<file path="src/rtl/dmem_cache_pkg.sv">
// Shared types and width helpers for the dmem_cache data cache.
package dmem_cache_pkg;

    typedef enum logic [1:0] {
        ST_IDLE  = 2'd0,
        ST_FILL  = 2'd1,
        ST_WRITE = 2'd2
    } state_t;

    // Byte 0 is the least significant byte of the word.
    typedef logic [3:0][7:0] word_t;

    // SETS must be a power of two, at least 2.
    function automatic int index_w(input int sets);
        return $clog2(sets);
    endfunction

    function automatic int tag_w(input int sets);
        return 30 - $clog2(sets);
    endfunction

    function automatic int cnt_w(input int lat);
        return (lat < 2) ? 1 : $clog2(lat);
    endfunction

endpackage

</file>
<file path="src/rtl/dmem_cache_if.sv">
// Core-side and memory-side bus of dmem_cache; slave is the cache, master drives it.
// Handshake: the core holds read/write and addr/data_in until hit is seen high at a clock edge.
interface dmem_cache_if;

    logic [31:0]           addr;
    logic                  read;
    logic                  write;
    dmem_cache_pkg::word_t data_in;
    dmem_cache_pkg::word_t data_out;
    logic                  hit;
    logic [31:0]           mem_addr;
    dmem_cache_pkg::word_t mem_data_out;
    dmem_cache_pkg::word_t mem_data_in;
    logic                  mem_write_en;

    modport slave (
        input  addr, read, write, data_in, mem_data_out,
        output data_out, hit, mem_addr, mem_data_in, mem_write_en
    );

    modport master (
        output addr, read, write, data_in, mem_data_out,
        input  data_out, hit, mem_addr, mem_data_in, mem_write_en
    );

endinterface

</file>
<file path="src/rtl/dmem_cache_array.sv">
// Tag/valid/data storage: one synchronous write port, one combinational read port.
module dmem_cache_array
    import dmem_cache_pkg::*;
#(
    parameter int SETS = 32,
    parameter int IW   = index_w(SETS),
    parameter int TW   = tag_w(SETS)
) (
    input  logic          clk,
    input  logic          rst_b,
    input  logic          i_we,
    input  logic [IW-1:0] i_widx,
    input  logic [TW-1:0] i_wtag,
    input  word_t         i_wdata,
    input  logic [IW-1:0] i_ridx,
    output logic          o_valid,
    output logic [TW-1:0] o_tag,
    output word_t         o_data
);

    logic [SETS-1:0] r_valid;
    logic [TW-1:0]   r_tag  [SETS];
    word_t           r_data [SETS];

    always_ff @(posedge clk) begin
        if (rst_b) begin
            r_valid <= '0;
        end else if (i_we) begin
            r_valid[i_widx] <= 1'b1;
        end
    end

    // Tag and data need no reset: they are never observed while the valid bit is clear.
    always_ff @(posedge clk) begin
        if (i_we) begin
            r_tag[i_widx]  <= i_wtag;
            r_data[i_widx] <= i_wdata;
        end
    end

    assign o_valid = r_valid[i_ridx];
    assign o_tag   = r_tag[i_ridx];
    assign o_data  = r_data[i_ridx];

endmodule

</file>
<file path="src/rtl/dmem_cache.sv">
// Direct-mapped, write-through, write-allocate data cache with one-word lines.
// Defining DCACHE_STATS_EN adds saturating hit_cnt/miss_cnt outputs.
module dmem_cache
    import dmem_cache_pkg::*;
#(
    parameter int SETS    = 32,
    parameter int MEM_LAT = 4
) (
    input  logic        clk,
    input  logic        rst_b,
    dmem_cache_if.slave bus,
    output state_t      o_dbg_state
`ifdef DCACHE_STATS_EN
    ,
    output logic [31:0] hit_cnt,
    output logic [31:0] miss_cnt
`endif
);

    localparam int IW = index_w(SETS);
    localparam int TW = tag_w(SETS);
    localparam int CW = cnt_w(MEM_LAT);
    localparam logic [CW-1:0] LAST = CW'(MEM_LAT - 1);

    state_t        r_state;
    state_t        w_next;
    logic [CW-1:0] r_cnt;
    logic [29:0]   r_waddr;

    logic [IW-1:0] w_idx;
    logic [TW-1:0] w_tag;
    logic          w_valid;
    logic [TW-1:0] w_rtag;
    word_t         w_rdata;
    logic          w_line_hit;
    logic          w_load;
    logic          w_store;
    logic          w_last;
    logic          w_we;
    word_t         w_wdata;
    logic          w_unused_addr;

    assign w_idx         = bus.addr[IW+1:2];
    assign w_tag         = bus.addr[31:IW+2];
    assign w_unused_addr = ^bus.addr[1:0];

    // Both strobes together count as a store.
    assign w_store    = bus.write;
    assign w_load     = bus.read && !bus.write;
    assign w_line_hit = w_valid && (w_rtag == w_tag);
    assign w_last     = (r_state != ST_IDLE) && (r_cnt == LAST);

    dmem_cache_array #(.SETS(SETS)) u_array (
        .clk    (clk),
        .rst_b  (rst_b),
        .i_we   (w_we),
        .i_widx (r_waddr[IW-1:0]),
        .i_wtag (r_waddr[29:IW]),
        .i_wdata(w_wdata),
        .i_ridx (w_idx),
        .o_valid(w_valid),
        .o_tag  (w_rtag),
        .o_data (w_rdata)
    );

    always_ff @(posedge clk) begin
        if (rst_b) begin
            r_state <= ST_IDLE;
        end else begin
            r_state <= w_next;
        end
    end

    always_ff @(posedge clk) begin
        if (rst_b) begin
            r_cnt   <= '0;
            r_waddr <= '0;
        end else begin
            if (r_state == ST_IDLE || w_last) begin
                r_cnt <= '0;
            end else begin
                r_cnt <= r_cnt + CW'(1);
            end
            if (r_state == ST_IDLE && w_next != ST_IDLE) begin
                r_waddr <= bus.addr[31:2];
            end
        end
    end

    always_comb begin
        w_next = r_state;
        case (r_state)
            ST_IDLE: begin
                if (w_store || w_load) begin
                    if (!w_line_hit) begin
                        w_next = ST_FILL;
                    end else if (w_store) begin
                        w_next = ST_WRITE;
                    end
                end
            end
            ST_FILL:  if (w_last) w_next = ST_IDLE;
            ST_WRITE: if (w_last) w_next = ST_IDLE;
            default:  w_next = ST_IDLE;
        endcase
    end

    // Everything toward memory and the core is forced quiet while reset is held.
    always_comb begin
        bus.hit          = 1'b0;
        bus.mem_addr     = '0;
        bus.mem_data_in  = '0;
        bus.mem_write_en = 1'b0;
        w_we             = 1'b0;
        w_wdata          = '0;
        if (!rst_b) begin
            case (r_state)
                ST_IDLE: begin
                    bus.hit = w_load && w_line_hit;
                end
                ST_FILL: begin
                    bus.mem_addr = {r_waddr, 2'b00};
                    w_we         = w_last;
                    w_wdata      = bus.mem_data_out;
                end
                ST_WRITE: begin
                    bus.mem_addr     = {r_waddr, 2'b00};
                    bus.mem_data_in  = bus.data_in;
                    bus.mem_write_en = 1'b1;
                    bus.hit          = w_last;
                    w_we             = w_last;
                    w_wdata          = bus.data_in;
                end
                default: ;
            endcase
        end
    end

    // The line keeps showing its old contents during WRITE so the core can merge sub-word stores.
    assign bus.data_out = w_valid ? w_rdata : '0;
    assign o_dbg_state  = r_state;

`ifdef DCACHE_STATS_EN
    logic        r_missed;
    logic [31:0] r_hit_cnt;
    logic [31:0] r_miss_cnt;

    // r_missed keeps the post-fill completion of a miss out of the hit count.
    always_ff @(posedge clk) begin
        if (rst_b) begin
            r_missed   <= 1'b0;
            r_hit_cnt  <= '0;
            r_miss_cnt <= '0;
        end else begin
            if (r_state == ST_IDLE && w_next == ST_FILL) begin
                r_missed <= 1'b1;
                if (r_miss_cnt != 32'hFFFF_FFFF) begin
                    r_miss_cnt <= r_miss_cnt + 32'd1;
                end
            end else if (bus.hit) begin
                r_missed <= 1'b0;
            end
            if (r_state == ST_IDLE && bus.hit && !r_missed && r_hit_cnt != 32'hFFFF_FFFF) begin
                r_hit_cnt <= r_hit_cnt + 32'd1;
            end
        end
    end

    assign hit_cnt  = r_hit_cnt;
    assign miss_cnt = r_miss_cnt;
`endif

endmodule

</file>
<file path="src/flat_wrapper.sv">
// flat-port wrapper written by rule: the top's interface ports become plain ports
module dmem_cache_flat import dmem_cache_pkg::*;
#(
    parameter int SETS    = 32,
    parameter int MEM_LAT = 4
)
  (clk, rst_b, o_dbg_state, bus_addr, bus_read, bus_write, bus_data_in, bus_mem_data_out, bus_data_out, bus_hit, bus_mem_addr, bus_mem_data_in, bus_mem_write_en);
  dmem_cache_if bus_i ();
  input  logic clk;
  input  logic rst_b;
  output state_t o_dbg_state;
  input wire logic [$bits(bus_i.addr)-1:0] bus_addr;
  input wire logic [$bits(bus_i.read)-1:0] bus_read;
  input wire logic [$bits(bus_i.write)-1:0] bus_write;
  input wire logic [$bits(bus_i.data_in)-1:0] bus_data_in;
  input wire logic [$bits(bus_i.mem_data_out)-1:0] bus_mem_data_out;
  output wire logic [$bits(bus_i.data_out)-1:0] bus_data_out;
  output wire logic [$bits(bus_i.hit)-1:0] bus_hit;
  output wire logic [$bits(bus_i.mem_addr)-1:0] bus_mem_addr;
  output wire logic [$bits(bus_i.mem_data_in)-1:0] bus_mem_data_in;
  output wire logic [$bits(bus_i.mem_write_en)-1:0] bus_mem_write_en;
  assign bus_i.addr = bus_addr;
  assign bus_i.read = bus_read;
  assign bus_i.write = bus_write;
  assign bus_i.data_in = bus_data_in;
  assign bus_i.mem_data_out = bus_mem_data_out;
  assign bus_data_out = bus_i.data_out;
  assign bus_hit = bus_i.hit;
  assign bus_mem_addr = bus_i.mem_addr;
  assign bus_mem_data_in = bus_i.mem_data_in;
  assign bus_mem_write_en = bus_i.mem_write_en;
  dmem_cache #(.SETS(SETS), .MEM_LAT(MEM_LAT)) u_core (.clk(clk), .rst_b(rst_b), .bus(bus_i), .o_dbg_state(o_dbg_state));
endmodule
</file>
<file path="config.mk">
export PLATFORM = sky130hd
export DESIGN_NAME = dmem_cache_flat
export DESIGN_NICKNAME = d
export VERILOG_FILES = /design/src/rtl/dmem_cache_pkg.sv /design/src/rtl/dmem_cache_if.sv /design/src/rtl/dmem_cache_array.sv /design/src/rtl/dmem_cache.sv /design/src/flat_wrapper.sv
export SDC_FILE = /design/constraint.sdc
export NUM_CORES = 2
export LEC_CHECK = 0
export CAP_MARGIN = 10
export CORE_MARGIN = 2
export CORE_UTILIZATION = 35
export DETAILED_ROUTE_END_ITERATION = 16
export DONT_BUFFER_PORTS = 1
export SYNTH_ARGS = -nofsm -noshare
export SYNTH_HDL_FRONTEND = slang
export SYNTH_SLANG_ARGS = --single-unit
</file>
<file path="constraint.sdc">
create_clock -name clk -period 6.9 [get_ports clk]
set_clock_uncertainty 0.05 [all_clocks]
set_input_delay 1.035 -clock clk [delete_from_list [all_inputs] [get_ports clk]]
set_output_delay 1.035 -clock clk [all_outputs]
set_load 0.02 [all_outputs]
</file>
==> impl_results.md <==
* Area share of the largest cell type after synthesis at 74.8%
* Arr. time, crit path at 5.49 ns
* CP max stage delay at 0.65 ns
* Num rows at 167
* Cell accounting for the most synthesized area: edfxtp_1
* Initial DRC count at 4191
* Most common cell after layout, fill and taps aside: edfxtp_1
* Mapped cell area at 73200 um2
* Max cap viols at 0
* Hold Crit Class: input pin to flip-flop
* Hold depth at 1
* Pre-Repair DR Iteration Count at 5
* WL final at 189000 um
* CP most frequent cell: mux2i_1
* Final hold vios at 0
* Clock root cell: clkbuf_16
* Cell area power density at 283 nW/um2
* CP top delay family: multiplexers
* First-pass GRT wire length at 266000 um
* Cts hold-fix bufs at 0
* Gate Count Post-Synth at 3339
* Vias in the first global route at 35243
* Crit start category: input pin
* Final setup viols at 0
* Total power at 0.0236 W
* Critical path type: input pin to output port
* Core ar. at 207000 um2
* Worst rel slew slack at -9.38%
* Crit end category: output port
* Die area at 213000 um2
* Static leakage at 25.1 nW
* CP required at 5.81 ns
* DR vias at 34841
* Slowest cell on crit path: mux4_1
* Cts bufs inserted at 192
* Reg clk slew, reported paths at 0.06 ns
* Failing checks: max-slew violations
* P&R area growth vs syn at 13.9%
* Die height at 461 um
* Final period utilization at 95.2%
* Final nets at 3557
* Fin Setup TNS at 0 ns
* Metal2 WL at 93400 um
* I/O pin total at 200
* Post-route DRC at 0
* Htree depth at 4
* Max Used Layer: met4
* Crit path depth at 11
* Worst Path Max Fanout at 99
* Clock Latency Late Sink at 0.83 ns
* Max clock buf depth at 3
* Yosys reg bits at 1890
* Initial antenna violation count at 2
* Port-buffer cells at 0
* Peak supply drop at 0.219 mV
* Via density at 5.45
* Routability cong. at 0.748
* Post-synthesis sequential area ratio at 76.6%
* Ys Warns at 0
* Total grt overflow at 0
* Commonest cells after routing, fill and taps aside: edfxtp_1 (1824), mux4_2 (500), clkbuf_16 (194), nand2_1 (114), nor2_1 (78)
* Post-layout min period at 6.57 ns
* Pin count of the biggest net entering global routing at 479
* # diodes at 0
* Crit path cell chain: buf_16 -> buf_16 -> mux4_1 -> mux2i_1 -> mux2i_1 -> mux2i_1 -> xnor2_1 -> or4_4 -> nor4_2 -> nand4b_1 -> o21ai_0
* Synth area leaders: edfxtp_1 (75%), mux4_2 (15%), dfxtp_1 (1.8%), mux2i_1 (0.70%), nor2_1 (0.67%)
* GRT Total Usage at 17.6%
* CTS tree: done
* Unique cell type count in the Yosys netlist at 71
* Outcome: finished, violations left
* Metal-1 WL at 77500 um
* Starting density of the core at 35.3%
* Slew @ Worst Pin at 1.64 ns
* Post-cts sizing count at 0
* RSZ-0062 raised after global routing: false
* EDFF count, synth at 1824
* Main synth FF type: edfxtp_1
* Worst reg2reg path depth at 8
* Slew Viols, Final at 89
* Mapped Avg Cell Area at 21.9 um2
* Post-DP HPWL at 95600 um
* Clock Sink Count at 1890
* Share of layout cells above drive strength 1 at 26.4%
* Fmax at 0.152 GHz
* Met3 Wirelength at 12200 um
* Async S/R FF share, synth at 0%
* Wire length per cell at 29.6 um
* Post-route ant nets at 0
* Die Wd at 461 um
* Setup Buffers After CTS at 0
* Crit path buf inv count at 2
==> state kept, by name, indices dropped and copies added, names as in the netlist <==
name                    flops
u_core.u_array.r_data    1024
u_core.u_array.r_tag      800
u_core.u_array.r_valid     32
u_core.r_waddr             30
u_core.o_dbg_state          2
u_core.r_cnt                2
==> path summary, 6_finish.rpt <==
check / start / endpoint / slack (ns)
setup reg to reg: u_core.o_dbg_state[1] / u_core.u_array.r_data[26][26] / 2.43
hold reg to reg: u_core.r_cnt[0] / u_core.r_cnt[0] / 0.39
hold / removal: rst_b / u_core.r_cnt[1] / 0.25
setup / recovery: bus_addr[2] / bus_hit / 0.33
==> through the flow <==
| stage | utilization [%] | std cells | instance area, um2 | hold slack (ns) | setup slack, ns |
|---|---|---|---|---|---|
| 4_1_cts | 40.0 | 6380 | 83000 | 0.189 | 1.50 |
| 3_3_place_gp | 37.0 | 6029 | 76900 | 0.357 | 1.51 |
| 5_1_grt | 40.2 | 6397 | 83400 | 0.215 | 0.137 |
| 3_5_place_dp | 37.0 | 6029 | 76900 | 0.383 | 1.46 |
| 2_1_floorplan | - | 3340 | 73200 | 0.349 | 1.71 |
| 6_report | 40.2 | 6397 | 83400 | 0.246 | 0.330 |
==> worst register-to-register path, delay by kind of cell (launching register included) <==
kind	cells	cell delay, ns
buffers and inverters	3	0.99
DFF	1	0.58
and+or+nand+nor	4	2.07
adders and majority gates	1	0.40
==> cell usage after synthesis (all sizes together) (8+ instances only) <==
| library cell | number |
|---|---|
| inv | 8 |
| and2 | 67 |
| dfxtp | 66 |
| nand2 | 115 |
| o21ai | 66 |
| buf | 101 |
| clkbuf | 89 |
| a21oi | 38 |
| mux2i | 51 |
| o21a | 13 |
| nand3b | 12 |
| nand3 | 13 |
| a22oi | 52 |
| or3b | 8 |
| nor2 | 132 |
| nor4 | 10 |
| edfxtp | 1824 |
| xnor2 | 10 |
| o22ai | 47 |
| mux4 | 514 |
==> cell families after synthesis <==
logic type,Yosys count,synth area share (%)
flip-flops,1890,76.6
XOR/XNOR,15,0.179
buffers and inverters,198,1.49
AO/OA/AOI/OAI,259,2.30
AND/OR/NAND/NOR,403,2.69
multiplexers,568,16.6
adder cells (fa/ha/maj),5,0.0855
other,1,0.00512
==> where the power goes <==
group | internal (W) | switching [W] | total (W)
Sequential | 0.0126 | 0.0000957 | 0.0127
Combinational | 0.000396 | 0.000449 | 0.000845
Clock | 0.00574 | 0.00436 | 0.0101
==> routing by layer <==
| metal | vias up | GRT usage [%] |
|---|---|---|
| met4 | 0 | 6.22 |
| met2 | 1337 | 28.9 |
| li1 | 14288 | - |
| met3 | 295 | 2.77 |
| met5 | - | 0 |
| met1 | 18921 | 23.8 |
==> layout make-up <==
| cell class | instances | area, um2 |
|---|---|---|
| fillers | 18036 | 124000 |
| flip-flops and latches | 1890 | 56100 |
| multi-input cells | 1252 | 16400 |
| clock buffers | 235 | 5050 |
| well taps | 2788 | 3490 |
| repair buffers | 108 | 1260 |
| clock inverters | 116 | 1080 |
| inverters | 8 | 35.0 |
(Power assumes the default switching activity.)
